--- src/rtl/mac_array_ctrl.sv ---
// Sequencer for the mac_col array and its operand SRAM: streams key vectors (load),
// then query vectors (execute), then waits for the last column to write every result.
module mac_array_ctrl #(
    parameter int COL       = 8,
    parameter int ADDR_W    = 4,
    parameter int LOAD_LEN  = 10,
    parameter int DRAIN_MAX = 32
) (
    input  logic              i_clk,
    input  logic              i_rst_n,
    input  logic              i_start,
    input  logic [ADDR_W-1:0] i_num_q,
    input  logic              i_ofifo_afull,
    input  logic [COL-1:0]    i_col_fifo_wr,
    output logic [1:0]        o_inst,
    output logic              o_mem_cen,
    output logic [ADDR_W:0]   o_mem_addr,
    output logic              o_busy,
    output logic              o_done,
    output logic              o_err,
    output logic [2:0]        o_dbg_state
);

    localparam int K_W  = $clog2(LOAD_LEN + 1);
    localparam int TO_W = $clog2(DRAIN_MAX + 1);

    localparam logic [2:0] S_IDLE  = 3'd0;
    localparam logic [2:0] S_LOAD  = 3'd1;
    localparam logic [2:0] S_EXEC  = 3'd2;
    localparam logic [2:0] S_DRAIN = 3'd3;
    localparam logic [2:0] S_DONE  = 3'd4;

    logic [2:0]        r_state, w_state;
    logic [K_W-1:0]    r_k, w_k;
    logic [ADDR_W-1:0] r_q, w_q;
    logic [ADDR_W-1:0] r_nq, w_nq;
    logic [ADDR_W:0]   r_wr_cnt, w_wr_cnt;
    logic [TO_W-1:0]   r_to, w_to;
    logic [1:0]        r_inst, w_inst;
    logic              r_cen, w_cen;
    logic [ADDR_W:0]   r_addr, w_addr;
    logic              r_busy, w_busy;
    logic              r_done, w_done;
    logic              r_err, w_err;
    logic              w_try_issue;
    logic              w_wr_hit;
    logic [ADDR_W:0]   w_wr_next;
    logic              w_unused_taps;

    // Only the last column's write tap marks a finished result.
    assign w_unused_taps = ^i_col_fifo_wr[COL-2:0];

    // Saturating count of last-column writes, live only from EXEC onward.
    assign w_wr_hit  = i_col_fifo_wr[COL-1] && ((r_state == S_EXEC) || (r_state == S_DRAIN))
                       && (r_wr_cnt < {1'b0, r_nq});
    assign w_wr_next = w_wr_hit ? (r_wr_cnt + (ADDR_W+1)'(1)) : r_wr_cnt;

    // Handshake: i_start is a one-cycle request, accepted only in IDLE (i_num_q captured with it);
    // in every other state it is dropped without effect. Outputs are computed here and registered,
    // so inst, cen and addr always leave the flops on the same edge.
    always_comb begin
        w_state     = r_state;
        w_k         = r_k;
        w_q         = r_q;
        w_nq        = r_nq;
        w_wr_cnt    = w_wr_next;
        w_to        = r_to;
        w_inst      = 2'b00;
        w_cen       = 1'b0;
        w_addr      = '0;
        w_busy      = r_busy;
        w_done      = 1'b0;
        w_err       = r_err;
        w_try_issue = 1'b0;
        case (r_state)
            S_IDLE: begin
                w_wr_cnt = '0;
                if (i_start) begin
                    w_state = S_LOAD;
                    w_nq    = i_num_q;
                    w_err   = 1'b0;
                    w_k     = '0;
                    w_q     = '0;
                    w_to    = '0;
                    w_inst  = 2'b01;
                    w_cen   = 1'b1;
                    w_busy  = 1'b1;
                end
            end
            S_LOAD: begin
                if (r_k == K_W'(LOAD_LEN - 1)) begin
                    w_to = '0;
                    if (r_nq != '0) begin
                        w_state     = S_EXEC;
                        w_try_issue = 1'b1;
                    end else begin
                        w_state = S_DRAIN;
                    end
                end else begin
                    w_k    = r_k + K_W'(1);
                    w_inst = 2'b01;
                    w_cen  = 1'b1;
                    w_addr = {1'b0, ADDR_W'(r_k + K_W'(1))};
                end
            end
            S_EXEC: begin
                if (r_q == r_nq) begin
                    w_state = S_DRAIN;
                    w_to    = '0;
                end else begin
                    w_try_issue = 1'b1;
                end
            end
            S_DRAIN: begin
                if (w_wr_next == {1'b0, r_nq}) begin
                    w_state = S_DONE;
                    w_done  = 1'b1;
                    w_busy  = 1'b0;
                end else if (r_to == TO_W'(DRAIN_MAX - 1)) begin
                    w_state = S_DONE;
                    w_done  = 1'b1;
                    w_busy  = 1'b0;
                    w_err   = 1'b1;
                end else begin
                    w_to = r_to + TO_W'(1);
                end
            end
            S_DONE: begin
                w_state = S_IDLE;
                w_busy  = 1'b0;
            end
            default: begin
                w_state = S_IDLE;
                w_busy  = 1'b0;
            end
        endcase

        // q only advances on an issued query, so a bubble never skips or repeats an address.
        if (w_try_issue && !i_ofifo_afull) begin
            w_inst = 2'b10;
            w_cen  = 1'b1;
            w_addr = {1'b1, r_q};
            w_q    = r_q + ADDR_W'(1);
        end
    end

    always_ff @(posedge i_clk or negedge i_rst_n) begin
        if (!i_rst_n) begin
            r_state  <= S_IDLE;
            r_k      <= '0;
            r_q      <= '0;
            r_nq     <= '0;
            r_wr_cnt <= '0;
            r_to     <= '0;
            r_inst   <= 2'b00;
            r_cen    <= 1'b0;
            r_addr   <= '0;
            r_busy   <= 1'b0;
            r_done   <= 1'b0;
            r_err    <= 1'b0;
        end else begin
            r_state  <= w_state;
            r_k      <= w_k;
            r_q      <= w_q;
            r_nq     <= w_nq;
            r_wr_cnt <= w_wr_cnt;
            r_to     <= w_to;
            r_inst   <= w_inst;
            r_cen    <= w_cen;
            r_addr   <= w_addr;
            r_busy   <= w_busy;
            r_done   <= w_done;
            r_err    <= w_err;
        end
    end

    assign o_inst      = r_inst;
    assign o_mem_cen   = r_cen;
    assign o_mem_addr  = r_addr;
    assign o_busy      = r_busy;
    assign o_done      = r_done;
    assign o_err       = r_err;
    assign o_dbg_state = r_state;

endmodule

--- config.mk ---
export PLATFORM = sky130hd
export DESIGN_NAME = mac_array_ctrl
export DESIGN_NICKNAME = d
export VERILOG_FILES = /design/src/rtl/mac_array_ctrl.sv
export SDC_FILE = /design/constraint.sdc
export NUM_CORES = 1
export LEC_CHECK = 0
export ABC_AREA = 0
export BUFFER_PORTS_ARGS = -buffer_cell sky130_fd_sc_hd__buf_4
export CORE_ASPECT_RATIO = 0.7
export CORE_MARGIN = 1
export CORE_UTILIZATION = 56
export CTS_CLUSTER_DIAMETER = 60
export DETAILED_ROUTE_END_ITERATION = 10
export PLACE_DENSITY = 0.79
export SYNTH_ARGS = -nofsm -noshare
export SYNTH_HDL_FRONTEND = slang
export SYNTH_SLANG_ARGS = --single-unit
--- constraint.sdc ---
create_clock -name i_clk -period 2.65 [get_ports i_clk]
set_input_delay 0.1325 -clock i_clk [delete_from_list [all_inputs] [get_ports i_clk]]
set_output_delay 0.1325 -clock i_clk [all_outputs]
set_load 0.005 [all_outputs]
==> metrics.md <==
| Metric | Value |
|---|---|
| Area leader, netlist | dfrtp_1 |
| Syn Area/Cell | just over 10 µm² |
| Count leader, synth | dfrtp_1 |
| Outcome | finished, final reports clean |
| Antenna diodes | 0 |
| Total Routing Usage GR | 0.248 |
| Layout cells sized above 1 | 0.239 |
| TritonRoute pass-1 iters | 4 |
| Vias | approximately 1500 |
| Maximum vdd drop | 0.559 mV |
| Die Span X | 72.7 µm |
| Clk Latency, worst-skew pair | 0.29 ns |
| Total grt overflow | 0 |
| DRC Markers | 0 |
| Die height | 51.5 µm |
| Sequential-to-total area share from yosys stat | 0.459 |
| Actual slew at the worst max-slew pin | 0.490 ns |
| Critical Path AT | ~2.7 ns |
| Number of enable flip-flop cells after synthesis | 0 |
| Design area | about 0.0023 mm² |
| Synth Instances | 192 |
| Antenna Nets Post-Route | 0 |
| Nets | 246 |
| Pwr/cell area | 1230 mW/mm² |
| GPL Wtd Cong | 0.861 |
| Synth cell types | 45 |
| Dominant cells by area after synthesis | dfrtp_1, ha_1, xor2_1, nand2_1, nor2_1 |
| Util after Layout | 0.709 |
| Post-DR wirelength/cell | between 15 and 20 µm |
| Peak fanout along the critical path | 6 |
| Crit Path Category | reg2reg |
| Ports | 30 |
| Area Growth Syn to Fin | 16.9% |
| Setup TNS | 0 ns |
| Final hold vios | 0 |
| Net count after synthesis | 216 |
| Crit. End Element | flop |
| Post-synth ARST share | 1.00 |
| Port Buffers | 22 |
| Lkg Pwr | 1.10 nW |
| Cts bufs inserted | 5 |
| Initial core utilization | 0.607 |
| Cell Area, Placed | about 0.0022 mm² |
| Tmin final | 2.48 ns |
| DIE AREA | about 0.0037 mm² |
| Max-Cap Viols | 0 |
| Yosys warning count | 0 |
| Worst slew margin | 0.669 |
| Post-synth top cells | dfrtp_1, nand2_1, nor2_1, a21oi_1, o21ai_1 |
| Core area | 0.00323 mm² |
| Vias in the first global route | 1483 |
| WP data required | between 2 and 3 ns |
| H-tree levels | 2 |
| Post-synthesis register bit count | 36 |
| Worst hold path class | in2reg |
| Final Skew | approximately 0.0084 ns |
| CTS tree | yes |
| RSZ-0062 raised after global routing | false |
| 1st-iter DRT viols | about 150 |
| Fmax | around 0.4 GHz |
| Final wirelength | 4.04 mm |
| CTS max path bufs | 2 |
| DP Wirelength | 2.92 mm |
| First-pass GRT wire length | 6.91 mm |
| Hold Slack | between 0.05 and 0.06 ns |
| Post-DR vias/cell | 5.68 |
| Antenna violations before repair | 0 |
| Synth top area share | 0.459 |
| Clock slew at reported path FFs | 0.07 ns |
| Worst Setup Start Kind | flop |
| Largest net degree at the start of global routing | 37 |
| Final period utilization | 0.935 |
| Site Rows | 17 |
| Max Transition Viols Final | 0 |
| Clk sink count | 36 |
| Top_reg_cell synth | dfrtp_1 |
| Final setup violation count | 0 |
| Root Driver | clkbuf_8 |
| Area of the mapped netlist | 0.00196 mm² |
## per-stage QoR
stage | std cells | total power, mW | setup slack [ns]
after CTS | 269 | 2.81 | 0.108
after global placement | 261 | 2.34 | 0.251
final | 269 | 2.83 | 0.172
after detailed placement | 261 | 2.43 | 0.125
after floorplan | 192 | 1.99 | 0.383
after global routing | 269 | 3.04 | 0.0148
## registers in the layout, summed over array words and instances (netlist names)
signal,cells
o_busy,1
r_k,4
r_q,4
o_done,1
o_mem_cen,1
o_inst,1
o_mem_addr,5
o_dbg_state,3
o_err,1
r_wr_cnt,5
r_to,6
r_nq,4
## worst paths after layout
kind,from,slack (ns),end,cells after the start
setup / recovery,r_nq[1],0.17,r_to[4],9
hold / removal,i_start,0.06,o_err,2
setup reg to reg,r_nq[1],0.17,r_to[4],9
hold reg to reg,r_to[1],0.54,r_to[1],1
max in group asynchronous,i_rst_n,1.99,r_nq[2],2
min in group asynchronous,i_rst_n,0.34,o_mem_addr[2],2
## metal layers
| layer | wire (µm) | global-route usage |
|---|---|---|
| met1 | 1920 | 0.345 |
| met2 | 1910 | 0.388 |
| met3 | 168 | 0.0562 |
| met4 | 38 | 0.0850 |
| met5 | 0 | 0 |
## final cells by class
class	instances	area (µm²)
tap	47	58.8
clock buffer	6	72.6
sequential	36	901
fill	257	940
clock inverter	1	5.00
timing repair buffer	30	228
multi-input combinational	141	998
inverter	8	30.0
## cell usage in the layout, fill, tap and decap left out, drive strengths merged, types with 2 or more instances in the layout
cell type / synthesis / final
o41ai: 2 / 2
dfrtp: 36 / 36
clkbuf: 3 / 6
o211ai: 2 / 2
nand2: 20 / 20
a21oi: 12 / 12
a211oi: 2 / 2
mux2i: 3 / 3
buf: 4 / 29
nand3: 6 / 6
a31oi: 4 / 4
and3: 3 / 3
nor3: 5 / 5
xnor2: 7 / 7
ha: 8 / 8
o22ai: 2 / 2
inv: 8 / 8
nor2b: 2 / 2
nor2: 16 / 16
xor2: 9 / 9
a21o: 4 / 4
mux2: 4 / 4
nand2b: 4 / 4
o21ai: 17 / 17
## worst max-delay path: stages (launching register included)
cell      delay, ns
dfrtp_1        0.41
inv_1          0.12
ha_1           0.32
a211oi_2       0.28
o211ai_1       0.24
mux2i_1        0.22
nor3_4         0.28
nand2_2        0.15
a41o_1         0.26
a21oi_1        0.13
## cell families (layout without fill, tap and decap cells)
| family | Yosys count | in the layout | synth area share |
|---|---|---|---|
| xor gates and xnor gates | 16 | 16 | 0.0753 |
| adders and majority gates | 8 | 8 | 0.0510 |
| buffers and inverters | 15 | 45 | 0.0357 |
| AOI/OAI and AO/OA | 49 | 49 | 0.172 |
| DFF | 36 | 36 | 0.459 |
| and+or+nand+nor | 61 | 61 | 0.163 |
| muxes | 7 | 7 | 0.0446 |
## report_power, final
part | internal (mW) | switching (mW) | total (mW)
Combinational | 0.678 | 0.837 | 1.51
Clock | 0.179 | 0.189 | 0.367
Sequential | 0.745 | 0.202 | 0.947
## timing repair
action / CTS / global route
gates resized for setup: 0 / 1
endpoints found under the hold margin: 36 / 0
buffers inserted: 0 / 0
setup endpoints to repair: 0 / 4
hold buffers: 1 / 0
(Power assumes the default switching activity.)
